==> config.mk <==
export PLATFORM = sky130hd
export DESIGN_NAME = adc_multi_capture
export DESIGN_NICKNAME = d
export VERILOG_FILES = /design/src/rtl/adc_pkg.sv /design/src/rtl/adc_sclk_gen.sv /design/src/rtl/adc_multi_capture.sv
export SDC_FILE = /design/constraint.sdc
export NUM_CORES = 1
export LEC_CHECK = 0
export CAP_MARGIN = 20
export CORE_UTILIZATION = 53
export CTS_CLUSTER_DIAMETER = 100
export DETAILED_ROUTE_END_ITERATION = 10
export HOLD_SLACK_MARGIN = 0.05
export PLACE_DENSITY = 0.78
export SLEW_MARGIN = 20
export SYNTH_ARGS = -nofsm -noshare
export SYNTH_HDL_FRONTEND = slang
export SYNTH_SLANG_ARGS = --single-unit
==> constraint.sdc <==
create_clock -name CLOCK_50MHz -period 1.98 [get_ports CLOCK_50MHz]
set_input_delay 0.198 -clock CLOCK_50MHz [delete_from_list [all_inputs] [get_ports CLOCK_50MHz]]
set_output_delay 0.198 -clock CLOCK_50MHz [all_outputs]
set_load 0.01 [all_outputs]
==> src/rtl/adc_pkg.sv <==
// Shared types and constants for the multi-channel ADC capture engine.
// The optional averaging build is selected with the ADC_AVG_EN macro.
package adc_pkg;

  typedef enum logic [2:0] {
    ST_IDLE  = 3'd0,
    ST_ALIGN = 3'd1,
    ST_LAT   = 3'd2,
    ST_SHIFT = 3'd3,
    ST_DONE  = 3'd4,
    ST_GAP   = 3'd5
  } adc_state_e;

  // Static converter straps
  localparam logic STRAP_CS_N   = 1'b0;
  localparam logic STRAP_REFSEL = 1'b1;
  localparam logic STRAP_SD     = 1'b0;
  localparam logic STRAP_UB     = 1'b0;
  localparam logic STRAP_SEL    = 1'b0;

  localparam int DEF_DATA_W   = 32'd12;
  localparam int DEF_CHANNELS = 32'd2;
  localparam int DEF_SCLK_DIV = 32'd4;
  localparam int DEF_LATENCY  = 32'd4;
  localparam int DEF_GAP      = 32'd1;
  localparam int DEF_AVG_LOG2 = 32'd2;

  function automatic int max3(input int a, input int b, input int c);
    int m;
    m = (a > b) ? a : b;
    return (m > c) ? m : c;
  endfunction

endpackage

==> src/rtl/adc_sclk_gen.sv <==
// Free-running SCLK divider: ADC_SCLK is a register, rise_tick/fall_tick flag
// the system clock in which it toggles 0->1 / 1->0.
module adc_sclk_gen
  import adc_pkg::*;
#(
  parameter int SCLK_DIV = DEF_SCLK_DIV
) (
  input  logic CLOCK_50MHz,
  input  logic RESET_n,
  output logic ADC_SCLK,
  output logic rise_tick,
  output logic fall_tick
);

  localparam int CW = $clog2(SCLK_DIV);

  logic [CW-1:0] div_cnt_r;
  logic          sclk_r;
  logic          wrap_s;

  assign wrap_s    = (div_cnt_r == CW'(SCLK_DIV - 32'd1));
  assign rise_tick = wrap_s & ~sclk_r;
  assign fall_tick = wrap_s & sclk_r;
  assign ADC_SCLK  = sclk_r;

  // Half-period counter and SCLK toggle
  always_ff @(posedge CLOCK_50MHz or negedge RESET_n) begin
    if (!RESET_n) begin
      div_cnt_r <= {CW{1'b0}};
      sclk_r    <= 1'b0;
    end else if (wrap_s) begin
      div_cnt_r <= {CW{1'b0}};
      sclk_r    <= ~sclk_r;
    end else begin
      div_cnt_r <= div_cnt_r + CW'(32'd1);
    end
  end

endmodule

==> src/rtl/adc_multi_capture.sv <==
// Multi-channel simultaneous-sampling ADC capture engine (single-shot / continuous).
// Define ADC_AVG_EN to average 2^AVG_LOG2 frames per published result.
module adc_multi_capture
  import adc_pkg::*;
#(
  parameter int DATA_W   = DEF_DATA_W,
  parameter int CHANNELS = DEF_CHANNELS,
  parameter int SCLK_DIV = DEF_SCLK_DIV,
  parameter int LATENCY  = DEF_LATENCY,
  parameter int GAP      = DEF_GAP,
  parameter int AVG_LOG2 = DEF_AVG_LOG2
) (
  input  logic                       CLOCK_50MHz,
  input  logic                       RESET_n,
  input  logic                       START,
  input  logic                       CONT,
  input  logic [CHANNELS-1:0]        ADC_OUT,
  output logic                       ADC_SCLK,
  output logic                       ADC_CNVST,
  output logic                       ADC_CS_N,
  output logic                       ADC_REFSEL,
  output logic                       ADC_SD,
  output logic                       ADC_UB,
  output logic                       ADC_SEL,
  output logic                       BUSY,
  output logic [CHANNELS*DATA_W-1:0] DATA,
  output logic                       DATA_VALID,
  output logic                       OVERRUN
);

  localparam int CNT_W = $clog2(max3(LATENCY, DATA_W, GAP) + 32'd1);

  adc_state_e                      state_r, state_nx_s;
  logic [CNT_W-1:0]                cnt_r, cnt_nx_s;
  logic                            rise_tick_s, fall_tick_unused_s;
  logic                            cnvst_fall_s, shift_en_s, publish_s, keep_going_s;
  logic [CHANNELS-1:0][DATA_W-1:0] sr_r, data_r;
  logic                            cnvst_r, busy_r, valid_r, overrun_r;

  adc_sclk_gen #(.SCLK_DIV(SCLK_DIV)) u_sclk (
    .CLOCK_50MHz(CLOCK_50MHz),
    .RESET_n    (RESET_n),
    .ADC_SCLK   (ADC_SCLK),
    .rise_tick  (rise_tick_s),
    .fall_tick  (fall_tick_unused_s)
  );

`ifdef ADC_AVG_EN
  localparam int ACC_W = DATA_W + AVG_LOG2;

  logic [CHANNELS-1:0][ACC_W-1:0] acc_r, sum_s;
  logic [AVG_LOG2-1:0]            grp_cnt_r;
  logic                           grp_last_s;

  assign grp_last_s   = &grp_cnt_r;
  assign publish_s    = (state_r == ST_DONE) & grp_last_s;
  // An unfinished group keeps converting even after CONT drops
  assign keep_going_s = CONT | ((state_r == ST_DONE) ? ~grp_last_s
                                                     : (grp_cnt_r != {AVG_LOG2{1'b0}}));

  // Running sum including the frame just shifted in
  always_comb begin
    sum_s = {(CHANNELS*ACC_W){1'b0}};
    for (int k = 0; k < CHANNELS; k++) begin
      sum_s[k] = acc_r[k] + {{AVG_LOG2{1'b0}}, sr_r[k]};
    end
  end

  // Accumulators and frame-in-group counter
  always_ff @(posedge CLOCK_50MHz or negedge RESET_n) begin
    if (!RESET_n) begin
      acc_r     <= {(CHANNELS*ACC_W){1'b0}};
      grp_cnt_r <= {AVG_LOG2{1'b0}};
    end else if (state_r == ST_DONE) begin
      acc_r     <= grp_last_s ? {(CHANNELS*ACC_W){1'b0}} : sum_s;
      grp_cnt_r <= grp_cnt_r + AVG_LOG2'(32'd1);
    end
  end

  // Published result: truncated mean of the group
  always_ff @(posedge CLOCK_50MHz or negedge RESET_n) begin
    if (!RESET_n) begin
      data_r <= {(CHANNELS*DATA_W){1'b0}};
    end else if (publish_s) begin
      for (int k = 0; k < CHANNELS; k++) begin
        data_r[k] <= sum_s[k][ACC_W-1:AVG_LOG2];
      end
    end
  end
`else
  localparam int AVG_LOG2_UNUSED = AVG_LOG2;

  assign publish_s    = (state_r == ST_DONE);
  assign keep_going_s = CONT;

  // Published result: the frame just shifted in
  always_ff @(posedge CLOCK_50MHz or negedge RESET_n) begin
    if (!RESET_n) begin
      data_r <= {(CHANNELS*DATA_W){1'b0}};
    end else if (publish_s) begin
      data_r <= sr_r;
    end
  end
`endif

  // State and tick counter registers
  always_ff @(posedge CLOCK_50MHz or negedge RESET_n) begin
    if (!RESET_n) begin
      state_r <= ST_IDLE;
      cnt_r   <= {CNT_W{1'b0}};
    end else begin
      state_r <= state_nx_s;
      cnt_r   <= cnt_nx_s;
    end
  end

  // Next state; every step past IDLE advances only on SCLK rise ticks
  always_comb begin
    state_nx_s   = state_r;
    cnt_nx_s     = cnt_r;
    cnvst_fall_s = 1'b0;
    shift_en_s   = 1'b0;
    case (state_r)
      ST_IDLE: begin
        if (START | CONT) state_nx_s = ST_ALIGN;
        else              state_nx_s = ST_IDLE;
      end
      ST_ALIGN: begin
        if (rise_tick_s) begin
          cnvst_fall_s = 1'b1;
          cnt_nx_s     = {CNT_W{1'b0}};
          state_nx_s   = (LATENCY == 32'd0) ? ST_SHIFT : ST_LAT;
        end else begin
          state_nx_s = ST_ALIGN;
        end
      end
      ST_LAT: begin
        if (rise_tick_s) begin
          if (cnt_r == CNT_W'(LATENCY - 32'd1)) begin
            cnt_nx_s   = {CNT_W{1'b0}};
            state_nx_s = ST_SHIFT;
          end else begin
            cnt_nx_s = cnt_r + CNT_W'(32'd1);
          end
        end else begin
          state_nx_s = ST_LAT;
        end
      end
      ST_SHIFT: begin
        if (rise_tick_s) begin
          shift_en_s = 1'b1;
          if (cnt_r == CNT_W'(DATA_W - 32'd1)) begin
            cnt_nx_s   = {CNT_W{1'b0}};
            state_nx_s = ST_DONE;
          end else begin
            cnt_nx_s = cnt_r + CNT_W'(32'd1);
          end
        end else begin
          state_nx_s = ST_SHIFT;
        end
      end
      ST_DONE: begin
        cnt_nx_s = {CNT_W{1'b0}};
        if (keep_going_s) state_nx_s = ST_GAP;
        else              state_nx_s = ST_IDLE;
      end
      ST_GAP: begin
        if (rise_tick_s) begin
          if (cnt_r == CNT_W'(GAP - 32'd1)) begin
            cnt_nx_s = {CNT_W{1'b0}};
            if (keep_going_s) begin
              cnvst_fall_s = 1'b1;
              state_nx_s   = (LATENCY == 32'd0) ? ST_SHIFT : ST_LAT;
            end else begin
              state_nx_s = ST_IDLE;
            end
          end else begin
            cnt_nx_s = cnt_r + CNT_W'(32'd1);
          end
        end else begin
          state_nx_s = ST_GAP;
        end
      end
      default: begin
        state_nx_s = ST_IDLE;
        cnt_nx_s   = {CNT_W{1'b0}};
      end
    endcase
  end

  // Converter control, strobes and deserialisers
  always_ff @(posedge CLOCK_50MHz or negedge RESET_n) begin
    if (!RESET_n) begin
      cnvst_r   <= 1'b1;
      busy_r    <= 1'b0;
      valid_r   <= 1'b0;
      overrun_r <= 1'b0;
      sr_r      <= {(CHANNELS*DATA_W){1'b0}};
    end else begin
      overrun_r <= START & (state_r != ST_IDLE);
      valid_r   <= publish_s;
      if (cnvst_fall_s) begin
        cnvst_r <= 1'b0;
        busy_r  <= 1'b1;
      end else if (state_r == ST_DONE) begin
        cnvst_r <= 1'b1;
        busy_r  <= ~publish_s;
      end
      if (shift_en_s) begin
        for (int k = 0; k < CHANNELS; k++) begin
          sr_r[k] <= {sr_r[k][DATA_W-2:0], ADC_OUT[k]};
        end
      end
    end
  end

  assign ADC_CNVST  = cnvst_r;
  assign BUSY       = busy_r;
  assign DATA       = data_r;
  assign DATA_VALID = valid_r;
  assign OVERRUN    = overrun_r;
  assign ADC_CS_N   = STRAP_CS_N;
  assign ADC_REFSEL = STRAP_REFSEL;
  assign ADC_SD     = STRAP_SD;
  assign ADC_UB     = STRAP_UB;
  assign ADC_SEL    = STRAP_SEL;

endmodule

==> impl_results.md <==
* Run status: finished clean
* Overflow left after global routing at 0
* Via-per-instance ratio at 5.347
* Number of levels the H-tree was split into at 3
* Worst ir drop on vdd at 0.6128 mV
* RR Endpoint: cnt_r[3]$_DFFE_PN0P_
* Flop2flop setup slack at 0.24 ns
* I/O Buffers at 34
* Vias in the first global route at 1630
* Final weighted congestion in routability-driven placement at 0.8360
* Cell breakdown of the critical path: inv_1, ha_1, or3b_1, a32oi_1, o41ai_1
* First-pass GRT wire length at 7714 um
* Peak clock frequency supported by timing at 575.0 MHz
* Total number of vias at 1572
* Type of element capturing the critical path: register
* Floorplan core area at 4817 um^2
* Setup repair after global routing missed its margin: false
* Max stage delay on crit path at 0.42 ns
* Warnings, synthesis at 0
* Final hold vios at 0
* PostCTS Resize Cnt at 0
* Startpoint Class: register
* Post-DRT Antenna Nets at 0
* DRC violations left at 0
* Mapped Avg Cell Area at 14.60 um^2
* GRT Util Overall at 19.57%
* Register-to-Register Path Depth at 5
* Critical path launch point: cnt_r[0]$_DFFE_PN0P_
* Routed length per placed instance at 15.55 um
* Area of all sequential standard cells at 1553 um^2
* Number of optimization iterations in the first detailed-route pass at 4
* # Post-CTS Setup Buffers at 0
* Share of synthesized flip-flops with an asynchronous set or reset at 100.0%
* Final antenna diode count at 0
* Initial core utilization at 56.05%
* Number of buffers created by CTS at 9
* Largest net degree at the start of global routing at 44
* Post-Route Setup TNS at 0 ns
* Final setup violating endpoints at 0
* Layout overhead on the synthesized area at 20.67%
* Number of distinct library cells after synthesis at 43
* Count of flip-flops with a built-in enable after synthesis at 0
* Dpl ws at 0.2601 ns
* Worst-path fanout max at 5
* Final Cycle Share at 87.84%
* Initial antenna violation count at 0
* Clk_skew at 0.003419 ns
* Post-layout net count at 231
* Die Height at 73.38 um
* Die footprint at 5384 um^2
* Critical R2R Launch: cnt_r[0]$_DFFE_PN0P_
* Clock-pin transition on the worst setup and hold timing paths at 0.06 ns
* CP max-delay cell: dfrtp_1
* Fillers at 353
* Starting DRT DRC Count at 125
* Final Instance Area at 3258 um^2
* Min Clock Period, post-route at 1.739 ns
* Portion of the post-synthesis area used by sequential elements at 57.51%
* Count of mapped cells out of synthesis at 185
* Number of max-cap violations at 0
* Combined area of all synthesized cells at 2700 um^2
* Arrival time worst endpoint at 1.94 ns
* Clock Sink Count at 62
* Yosys reg bits at 62
* Worst Setup EP: cnt_r[3]$_DFFE_PN0P_
* PwrDens at 897.7 nW/um^2
* Clock latency on the worst-skew pair at 0.33 ns
* Critical path class: register to register
* CTS tree: built
* Area of the multi-input gates at 1010 um^2
* Dominant register cell in the synthesized netlist: dfrtp_1
* Hold Path Class: input pin to async pin
* Max Buffers Root-to-Sink at 2
* Total wire length after detailed routing at 4572 um
* Buffer type at the clock tree root: clkbuf_8
* Die Span X at 73.38 um
* Max-slew violation count at 0
* Static Leakage at 0.001524 uW
* Data required, critical path at 2.18 ns
* Final critical-path setup slack at 0.2408 ns
* Fin Hold WS at 0.3573 ns
* Site row count at 25
* Proportion of layout cells with a drive suffix above 1 at 30.84%
* Detail Placement HPWL at 3151 um
* Post-Place Cell Area at 3048 um^2
* I/O pin cnt at 40
==> synthesized netlist by cell type, types with 2 or more instances <==
cell | number | area, um^2
nand2_1 | 3 | 11.26
o21ai_0 | 3 | 15.01
ha_1 | 3 | 37.54
nor2_1 | 4 | 15.01
conb_1 | 2 | 7.510
buf_4 | 6 | 45.04
o221ai_1 | 2 | 17.52
mux2_1 | 2 | 22.52
nand3b_1 | 2 | 15.01
nand3_1 | 3 | 15.01
dfrtp_1 | 61 | 1526
nand2b_1 | 3 | 18.77
mux2_4 | 17 | 255.2
inv_1 | 7 | 26.28
o31ai_1 | 4 | 30.03
mux2_2 | 29 | 326.6
and2b_1 | 2 | 15.01
buf_2 | 2 | 10.01
buf_6 | 6 | 67.56
==> worst max-delay path: cells and delay by family (launching register included) <==
| family | cells | cell delay, ns |
|---|---|---|
| and+or+nand+nor | 1 | 0.39 |
| buffers and inverters | 1 | 0.08 |
| adders and majority gates | 1 | 0.16 |
| DFF | 1 | 0.42 |
| AOI/OAI and AO/OA | 2 | 0.56 |
==> how the worst min path moves through the flow <==
| stage | end | cells after the start | slack, ns |
|---|---|---|---|
| 6_report | BUSY$_DFFE_PN0P_ | 2 | 0.36 |
| 3_3_place_gp | BUSY$_DFFE_PN0P_ | 1 | 0.17 |
| 4_1_cts | BUSY$_DFFE_PN0P_ | 2 | 0.37 |
| 2_1_floorplan | BUSY$_DFFE_PN0P_ | 0 | -0.1 |
| 3_5_place_dp | BUSY$_DFFE_PN0P_ | 1 | 0.18 |
| 5_1_grt | cnt_r[2]$_DFFE_PN0P_ | 2 | 0.40 |
==> registers in the layout (all words and copies together) (netlist names) <==
signal	flops
DATA_VALID	1
state_r	3
cnt_r	4
ADC_CNVST	1
DATA	24
OVERRUN	1
sr_r	24
u_sclk.div_cnt_r	2
BUSY	1
u_sclk.ADC_SCLK	1
==> logic make-up (layout without fill, tap and decap cells) <==
family                   Yosys count  count (layout)  synth area share [%]
AO/OA/AOI/OAI                     20              20                 5.747
XOR/XNOR                           2               2                0.6489
adder cells (fa/ha/maj)            3               3                 1.390
buffers and inverters             21              60                 5.514
flip-flops                        62              62                 57.51
multiplexers                      48              48                 22.38
other                              2               5                0.2781
AND/OR/NAND/NOR                   27              27                 6.534
==> layout make-up <==
type	count	share of cell area [%]
Clock inverter	4	1.382
Clock buffer	12	4.762
Sequential cell	62	47.66
Timing Repair Buffer	37	11.83
Inverter	7	0.8065
Multi-Input combinational cell	105	30.99
Tap cell	67	2.573
==> power by group <==
part           switching [uW]  internal [uW]
Sequential                138           1380
Clock                     447            643
Combinational             159            158
==> placed cells by master, fill, tap and decap left out, types with 2 or more instances in the layout <==
cell and count:
and2b_1 2, buf_12 2, clkbuf_8 11, clkdlybuf4s50_1 33, clkinv_2 3, conb_1 5, dfrtp_1 61, ha_1 3
inv_1 7, mux2_1 2, mux2_2 29, mux2_4 17, nand2_1 3, nand2b_1 3, nand3_1 3, nand3b_1 2
nor2_1 4, o21ai_0 3, o221ai_1 2, o31ai_1 4
==> metal layers <==
| metal | wire length, um | global-route usage (%) | vias to the layer above |
|---|---|---|---|
| met3 | 209 | 4.664 | 10 |
| met5 | 0 | 0 | - |
| met1 | 2010 | 24.20 | 786 |
| li1 | - | - | 719 |
| met4 | 105 | 11.97 | 0 |
| met2 | 2247 | 31.17 | 57 |
==> per-stage QoR <==
stage / util [%] / cells / power, uW
after floorplan: - / 188 / 1740
after global routing: 67.64 / 294 / 3059
after detailed placement: 63.27 / 277 / 1843
final: 67.64 / 294 / 2925
after CTS: 67.64 / 294 / 2955
after global placement: 63.27 / 277 / 1813
==> what timing repair did <==
item / 4_1_cts / 5_1_grt
endpoints found under the hold margin: 18 / 0
hold buffers: 1 / 0
setup endpoints to repair: 0 / 0
No activity file was read; power rests on OpenSTA's default activity.
